File: src/rtl/audio_i2s_out_pkg.sv
// Shared constants and sample type for the audio output path (PSG/PCM mix and I2S serialiser).
package audio_pkg;

  localparam int FRAME_CYCLES    = 512;
  localparam int BCK_HALF_CYCLES = 4;
  localparam int SLOTS_PER_CH    = 32;
  localparam int SAMPLE_W        = 16;

  typedef logic signed [SAMPLE_W-1:0] sample_t;

  localparam sample_t SAT_MAX = 16'sh7FFF;
  localparam sample_t SAT_MIN = 16'sh8000;

endpackage

File: src/rtl/audio_i2s_out_if.sv
// Sample inputs, frame strobe and I2S pins of audio_i2s_out.
// Handshake: no valid/ready; producers hold samples stable and update them only after a next_sample strobe.
interface audio_i2s_out_if;
  import audio_pkg::*;

  sample_t psg_left;
  sample_t psg_right;
  sample_t pcm_left;
  sample_t pcm_right;
  logic    next_sample;
  logic    i2s_lrck;
  logic    i2s_bck;
  logic    i2s_data;

  modport master (
    output psg_left, psg_right, pcm_left, pcm_right,
    input  next_sample, i2s_lrck, i2s_bck, i2s_data
  );

  modport slave (
    input  psg_left, psg_right, pcm_left, pcm_right,
    output next_sample, i2s_lrck, i2s_bck, i2s_data
  );

endinterface

File: src/rtl/audio_i2s_out_sat_add.sv
// Signed 18-bit add with clamp to the 16-bit sample range.
module audio_sat_add
  import audio_pkg::*;
(
  input  logic signed [17:0] a,
  input  logic signed [17:0] b,
  output sample_t            y
);

  // One extra bit so a shifted full-scale PSG plus PCM cannot wrap before the clamp.
  logic signed [18:0] sum;

  assign sum = {a[17], a} + {b[17], b};

  always_comb begin
    y = sum[15:0];
    if (sum > 19'sd32767) begin
      y = SAT_MAX;
    end else if (sum < -19'sd32768) begin
      y = SAT_MIN;
    end
  end

endmodule

File: src/rtl/audio_i2s_out.sv
// Frame timer, PSG/PCM stereo mixer and I2S serialiser; 512 clk per frame, BCK = clk/8.
// Define AUDIO_I2S_OUT_PCM_MIX_EN to mix the PCM inputs; otherwise they are ignored.
module audio_i2s_out
  import audio_pkg::*;
#(
  parameter int PSG_SHIFT = 0
) (
  input  logic          clk,
  input  logic          rst,
  audio_i2s_out_if.slave bus
);

  localparam int CNT_W   = $clog2(FRAME_CYCLES);
  localparam int BCK_BIT = $clog2(BCK_HALF_CYCLES);
  localparam int SR_W    = 2 * SLOTS_PER_CH;

  logic [CNT_W-1:0] cnt;
  logic [SR_W-1:0]  sr;
  logic [SR_W-1:0]  sr_d;
  logic             next_q;
  logic             lrck_q;
  logic             bck_q;
  logic             data_q;

  logic signed [17:0] psg_l_ext;
  logic signed [17:0] psg_r_ext;
  logic signed [17:0] pcm_l_ext;
  logic signed [17:0] pcm_r_ext;
  sample_t            mix_l;
  sample_t            mix_r;

  assign psg_l_ext = {{2{bus.psg_left[15]}},  bus.psg_left}  <<< PSG_SHIFT;
  assign psg_r_ext = {{2{bus.psg_right[15]}}, bus.psg_right} <<< PSG_SHIFT;

`ifdef AUDIO_I2S_OUT_PCM_MIX_EN
  assign pcm_l_ext = {{2{bus.pcm_left[15]}},  bus.pcm_left};
  assign pcm_r_ext = {{2{bus.pcm_right[15]}}, bus.pcm_right};
`else
  assign pcm_l_ext = '0;
  assign pcm_r_ext = '0;
`endif

  audio_sat_add u_sat_l (.a(psg_l_ext), .b(pcm_l_ext), .y(mix_l));
  audio_sat_add u_sat_r (.a(psg_r_ext), .b(pcm_r_ext), .y(mix_r));

  // Slot 0 of each half is the I2S one-BCK delay; slots 17..31 pad with zero.
  always_comb begin
    sr_d = sr;
    if (cnt == '0) begin
      sr_d = {1'b0, mix_l, 15'b0, 1'b0, mix_r, 15'b0};
    end else if (cnt[BCK_BIT:0] == '0) begin
      sr_d = {sr[SR_W-2:0], 1'b0};
    end
  end

  // data_q takes the post-update MSB so it shifts on the same edge bck_q falls.
  always_ff @(posedge clk or posedge rst) begin
    if (rst) begin
      cnt    <= '0;
      sr     <= '0;
      next_q <= 1'b0;
      lrck_q <= 1'b0;
      bck_q  <= 1'b0;
      data_q <= 1'b0;
    end else begin
      cnt    <= cnt + 1'b1;
      sr     <= sr_d;
      next_q <= (cnt == CNT_W'(FRAME_CYCLES - 1));
      lrck_q <= cnt[CNT_W-1];
      bck_q  <= cnt[BCK_BIT];
      data_q <= sr_d[SR_W-1];
    end
  end

  assign bus.next_sample = next_q;
  assign bus.i2s_lrck    = lrck_q;
  assign bus.i2s_bck     = bck_q;
  assign bus.i2s_data    = data_q;

endmodule
File: src/flat_wrapper.sv
// flat-port wrapper written by rule: the top's interface ports become plain ports
module audio_i2s_out_flat import audio_pkg::*;
#(
  parameter int PSG_SHIFT = 0
)
  (clk, rst, bus_psg_left, bus_psg_right, bus_pcm_left, bus_pcm_right, bus_next_sample, bus_i2s_lrck, bus_i2s_bck, bus_i2s_data);
  audio_i2s_out_if bus_i ();
  input  logic clk;
  input  logic rst;
  input wire logic [$bits(bus_i.psg_left)-1:0] bus_psg_left;
  input wire logic [$bits(bus_i.psg_right)-1:0] bus_psg_right;
  input wire logic [$bits(bus_i.pcm_left)-1:0] bus_pcm_left;
  input wire logic [$bits(bus_i.pcm_right)-1:0] bus_pcm_right;
  output wire logic [$bits(bus_i.next_sample)-1:0] bus_next_sample;
  output wire logic [$bits(bus_i.i2s_lrck)-1:0] bus_i2s_lrck;
  output wire logic [$bits(bus_i.i2s_bck)-1:0] bus_i2s_bck;
  output wire logic [$bits(bus_i.i2s_data)-1:0] bus_i2s_data;
  assign bus_i.psg_left = bus_psg_left;
  assign bus_i.psg_right = bus_psg_right;
  assign bus_i.pcm_left = bus_pcm_left;
  assign bus_i.pcm_right = bus_pcm_right;
  assign bus_next_sample = bus_i.next_sample;
  assign bus_i2s_lrck = bus_i.i2s_lrck;
  assign bus_i2s_bck = bus_i.i2s_bck;
  assign bus_i2s_data = bus_i.i2s_data;
  audio_i2s_out #(.PSG_SHIFT(PSG_SHIFT)) u_core (.clk(clk), .rst(rst), .bus(bus_i));
endmodule
File: config.mk
export PLATFORM = sky130hd
export DESIGN_NAME = audio_i2s_out_flat
export DESIGN_NICKNAME = d
export VERILOG_FILES = /design/src/rtl/audio_i2s_out_pkg.sv /design/src/rtl/audio_i2s_out_if.sv /design/src/rtl/audio_i2s_out_sat_add.sv /design/src/rtl/audio_i2s_out.sv /design/src/flat_wrapper.sv
export SDC_FILE = /design/constraint.sdc
export NUM_CORES = 1
export LEC_CHECK = 0
export CORE_MARGIN = 2
export CORE_UTILIZATION = 58
export CTS_BUF_LIST = sky130_fd_sc_hd__clkbuf_8
export CTS_CLUSTER_SIZE = 12
export DETAILED_ROUTE_END_ITERATION = 10
export GPL_ROUTABILITY_DRIVEN = 0
export PLACE_DENSITY = 0.84
export RECOVER_POWER = 25
export SETUP_SLACK_MARGIN = 0.5
export SYNTH_ARGS = -nofsm -noshare
export SYNTH_HDL_FRONTEND = slang
export SYNTH_HIERARCHICAL = 1
export SYNTH_SLANG_ARGS = --single-unit
File: constraint.sdc
create_clock -name clk -period 2.9 [get_ports clk]
set_input_delay 0.87 -clock clk [delete_from_list [all_inputs] [get_ports clk]]
set_output_delay 0.87 -clock clk [all_outputs]
set_load 0.005 [all_outputs]
==> results.py <==
metrics = {
    "final_layout": {
        "instances_no_fill": 819,
        "n_antenna_cell": 0,
        "fill_cells": 654,
        "final_common_cell": "nand2_1",
        "final_cell_mix": "nand2_1 (132), dfrtp_1 (61), nand3_1 (53), a21oi_1 (48), conb_1 (38)",
        "utilization_pct": 72.6,
        "area_growth_pct": 22.6,
        "nets": 813,
        "final_cell_area_um2": 6270,
        "drive_above_1_share_pct": 17.3,
    },
    "routing": {
        "finalWirelength_um": 11400,
        "ant_nets": 0,
        "viasPerCell": 5.82,
        "wl_per_cell_um": 14.0,
        "dr.first_iter.drc_count": 489,
        "vias": 4764,
        "drc": 0,
        "dr.pass1.iters": 5,
    },
    "setup_path": {
        "end_kind": "flop",
        "startpoint_type": "primary input",
        "path_class": "primary input to flop",
        "r2r_setup_slack_ns": 1.05,
        "cp.required_ns": 3.09,
        "crit_fanout": 7,
        "arrival_ns": 2.51,
    },
    "power": {
        "leakage_nw": 2.66,
        "combPwrFrac_pct": 37.3,
        "intPower_mw": 1.99,
        "total_power_mw": 2.94,
        "seqPwrFrac_pct": 34.2,
        "sw_frac_of_total_pct": 32.4,
        "power_density_nw_per_um2": 469,
        "power.switching_uw": 951,
        "clock_power_share_pct": 28.5,
        "vdd_drop_max_v": 0.000264,
    },
    "timing": {
        "hold_ws_ns": 0.469,
        "finalHoldViolCount": 0,
        "period_share_pct": 80.1,
        "grt_setup_unrepaired": "false",
        "relSlewSlack_pct": 63.6,
        "worst_pin_slew_ns": 0.540,
        "slew_violations": 0,
        "fin_worst_skew_ns": 0.00576,
        "period_needed_ns": 2.32,
        "finalSetupViolCount": 0,
        "fin_tns_setup_ns": 0,
        "fmax_mhz": 430,
        "setup_ws_ns": 0.576,
    },
    "synthesis": {
        "syn_inst": 617,
        "syn_avg_cell_area_um2": 8.29,
        "synth_warnings": 6,
        "synth-async-reset-ratio_pct": 100,
        "syn_area_um2": 5110,
        "synth_seq_cells": 61,
        "yosysSeqAreaShare_pct": 29.9,
        "synth_ff_type": "dfrtp_1",
        "synthDistinctLibCells": 52,
        "synth_edf_count": 0,
    },
    "clock_network": {
        "clock-root-buffer": "clkbuf_8",
        "clk_path_buf_depth": 2,
        "cts_made_buffers": 9,
        "cts_tree": "built",
        "path_clk_slew_ns": 0.06,
        "cts_sinks": 61,
        "cts-htree-levels": 3,
        "clock_latency_ns": 0.33,
    },
    "global_routing": {
        "grt_overflow": 0,
        "grtUsageTotal_pct": 24.1,
        "grt.busiest_layer": "met2",
        "grt_pass1_wl_um": 19700,
        "grt_pass1_vias": 4487,
        "grt_max_degree": 50,
        "use_met1_pct": 32.8,
        "met2_usage_pct": 41.1,
        "globalRouteMet3Util_pct": 2.58,
        "antenna_found_initial": 0,
    },
    "placed_design": {
        "placed_cells": 797,
        "portBuffers": 37,
        "preCtsSetupSlack_ns": -0.159,
        "place_area_um2": 5890,
        "dpl.hpwl_um": 8350,
    },
    "worst_hold_path": {
        "min_path_type": "flop to flop",
    },
    "die": {
        "start_util_pct": 59.2,
        "die_w_um": 97.9,
        "die_h_um": 97.9,
        "core_um2": 8640,
        "pin_count": 70,
        "die-area_um2": 9580,
        "std_cell_rows": 34,
    },
    "flow_run": {
        "drv_cap": 0,
    },
    "status": {
        "run_status": "finished, final reports clean",
    },
}
registers in the layout, indices dropped and copies added, names as in the netlist:
name,cells
u_core/cnt,9
u_core/sr,49
u_core/bus.next_sample,1
u_core/bus.i2s_lrck,1
u_core/bus.i2s_bck,1
kinds of logic after synthesis:
group | count (synthesis) | synth area share, %
compound gates | 181 | 26.2
flops | 61 | 29.9
fa+ha+maj | 41 | 10.3
simple gates | 248 | 22.0
other cells | 1 | 0.0734
xor+xnor | 34 | 6.12
buf+inv | 51 | 5.43
routing by layer:
metal / vias to the layer above / routed length (um)
li1: 2344 / -
met1: 2241 / 5180
met2: 158 / 5580
met3: 21 / 512
met4: 0 / 165
met5: - / 0
synth_stat cells, drive strengths merged, types with 4 or more instances:
master / count / area share (%)
o211ai: 33 / 4.8
o21ai: 16 / 1.6
nand2: 132 / 9.7
nor2: 29 / 2.2
inv: 17 / 1.2
clkbuf: 12 / 0.88
a21o: 8 / 1.2
a211oi: 10 / 1.5
o21a: 6 / 0.88
nor2b: 5 / 0.61
xnor2: 22 / 4.1
nand3: 54 / 5.3
a311oi: 4 / 0.93
dfrtp: 61 / 30
and3: 5 / 0.66
a31oi: 4 / 0.49
ha: 39 / 9.5
a21boi: 6 / 0.88
or3: 4 / 0.49
nand4: 4 / 0.49
xor2: 12 / 2.1
o41ai: 4 / 1.3
buf: 22 / 3.3
and2: 5 / 0.61
a21oi: 75 / 9.4
power by group through the flow:
stage,Clock (mW),Sequential (mW),Combinational [mW]
final,0.836,1.00,1.10
after CTS,0.856,1.00,1.01
after global routing,0.899,1.02,1.20
after detailed placement,0,1.02,0.990
after floorplan,0,1.00,0.766
after global placement,0,1.01,0.960
repair_timing:
action | 4_1_cts | 5_1_grt
pin swaps | 3 | 6
hold buffers | 0 | 0
endpoints found under the setup margin | 30 | 24
buffers inserted | 3 | 1
cloned | 0 | 2
gates resized for setup | 8 | 17
final cells by class:
| type | instances | area, um2 | share of cell area [%] |
|---|---|---|---|
| Clock buffer | 11 | 151 | 2.42 |
| Inverter | 17 | 63.8 | 1.02 |
| Sequential cell | 61 | 1530 | 24.4 |
| Timing Repair Buffer | 75 | 686 | 10.9 |
| Tap cell | 108 | 135 | 2.16 |
| Multi-Input combinational cell | 542 | 3630 | 57.9 |
| Clock inverter | 5 | 73.8 | 1.18 |
path summary, 6_finish.rpt:
kind / startpoint / cells after the start / to
max reg2reg: u_core/cnt[0]$_DFF_PP0_ / 6 / u_core/sr[20]$_DFFE_PP0P_
min reg2reg: u_core/cnt[8]$_DFF_PP0_ / 0 / u_core/bus.i2s_lrck$_DFF_PP0_
max: bus_psg_right[11] / 7 / u_core/sr[26]$_DFFE_PP0P_
min: u_core/cnt[8]$_DFF_PP0_ / 0 / u_core/bus.i2s_lrck$_DFF_PP0_
min in group asynchronous: rst / 2 / u_core/bus.next_sample$_DFF_PP0_
max in group asynchronous: rst / 3 / u_core/sr[54]$_DFFE_PP0P_
critical path: stages:
cell and delay, ns:
clkdlybuf4s50_1 0.40, ha_2 0.32, or3_1 0.45, a31oi_2 0.22, a311oi_2 0.06, nand3_1 0.09, o211ai_1 0.09
Note: power is estimated with default switching activity, not from simulation.
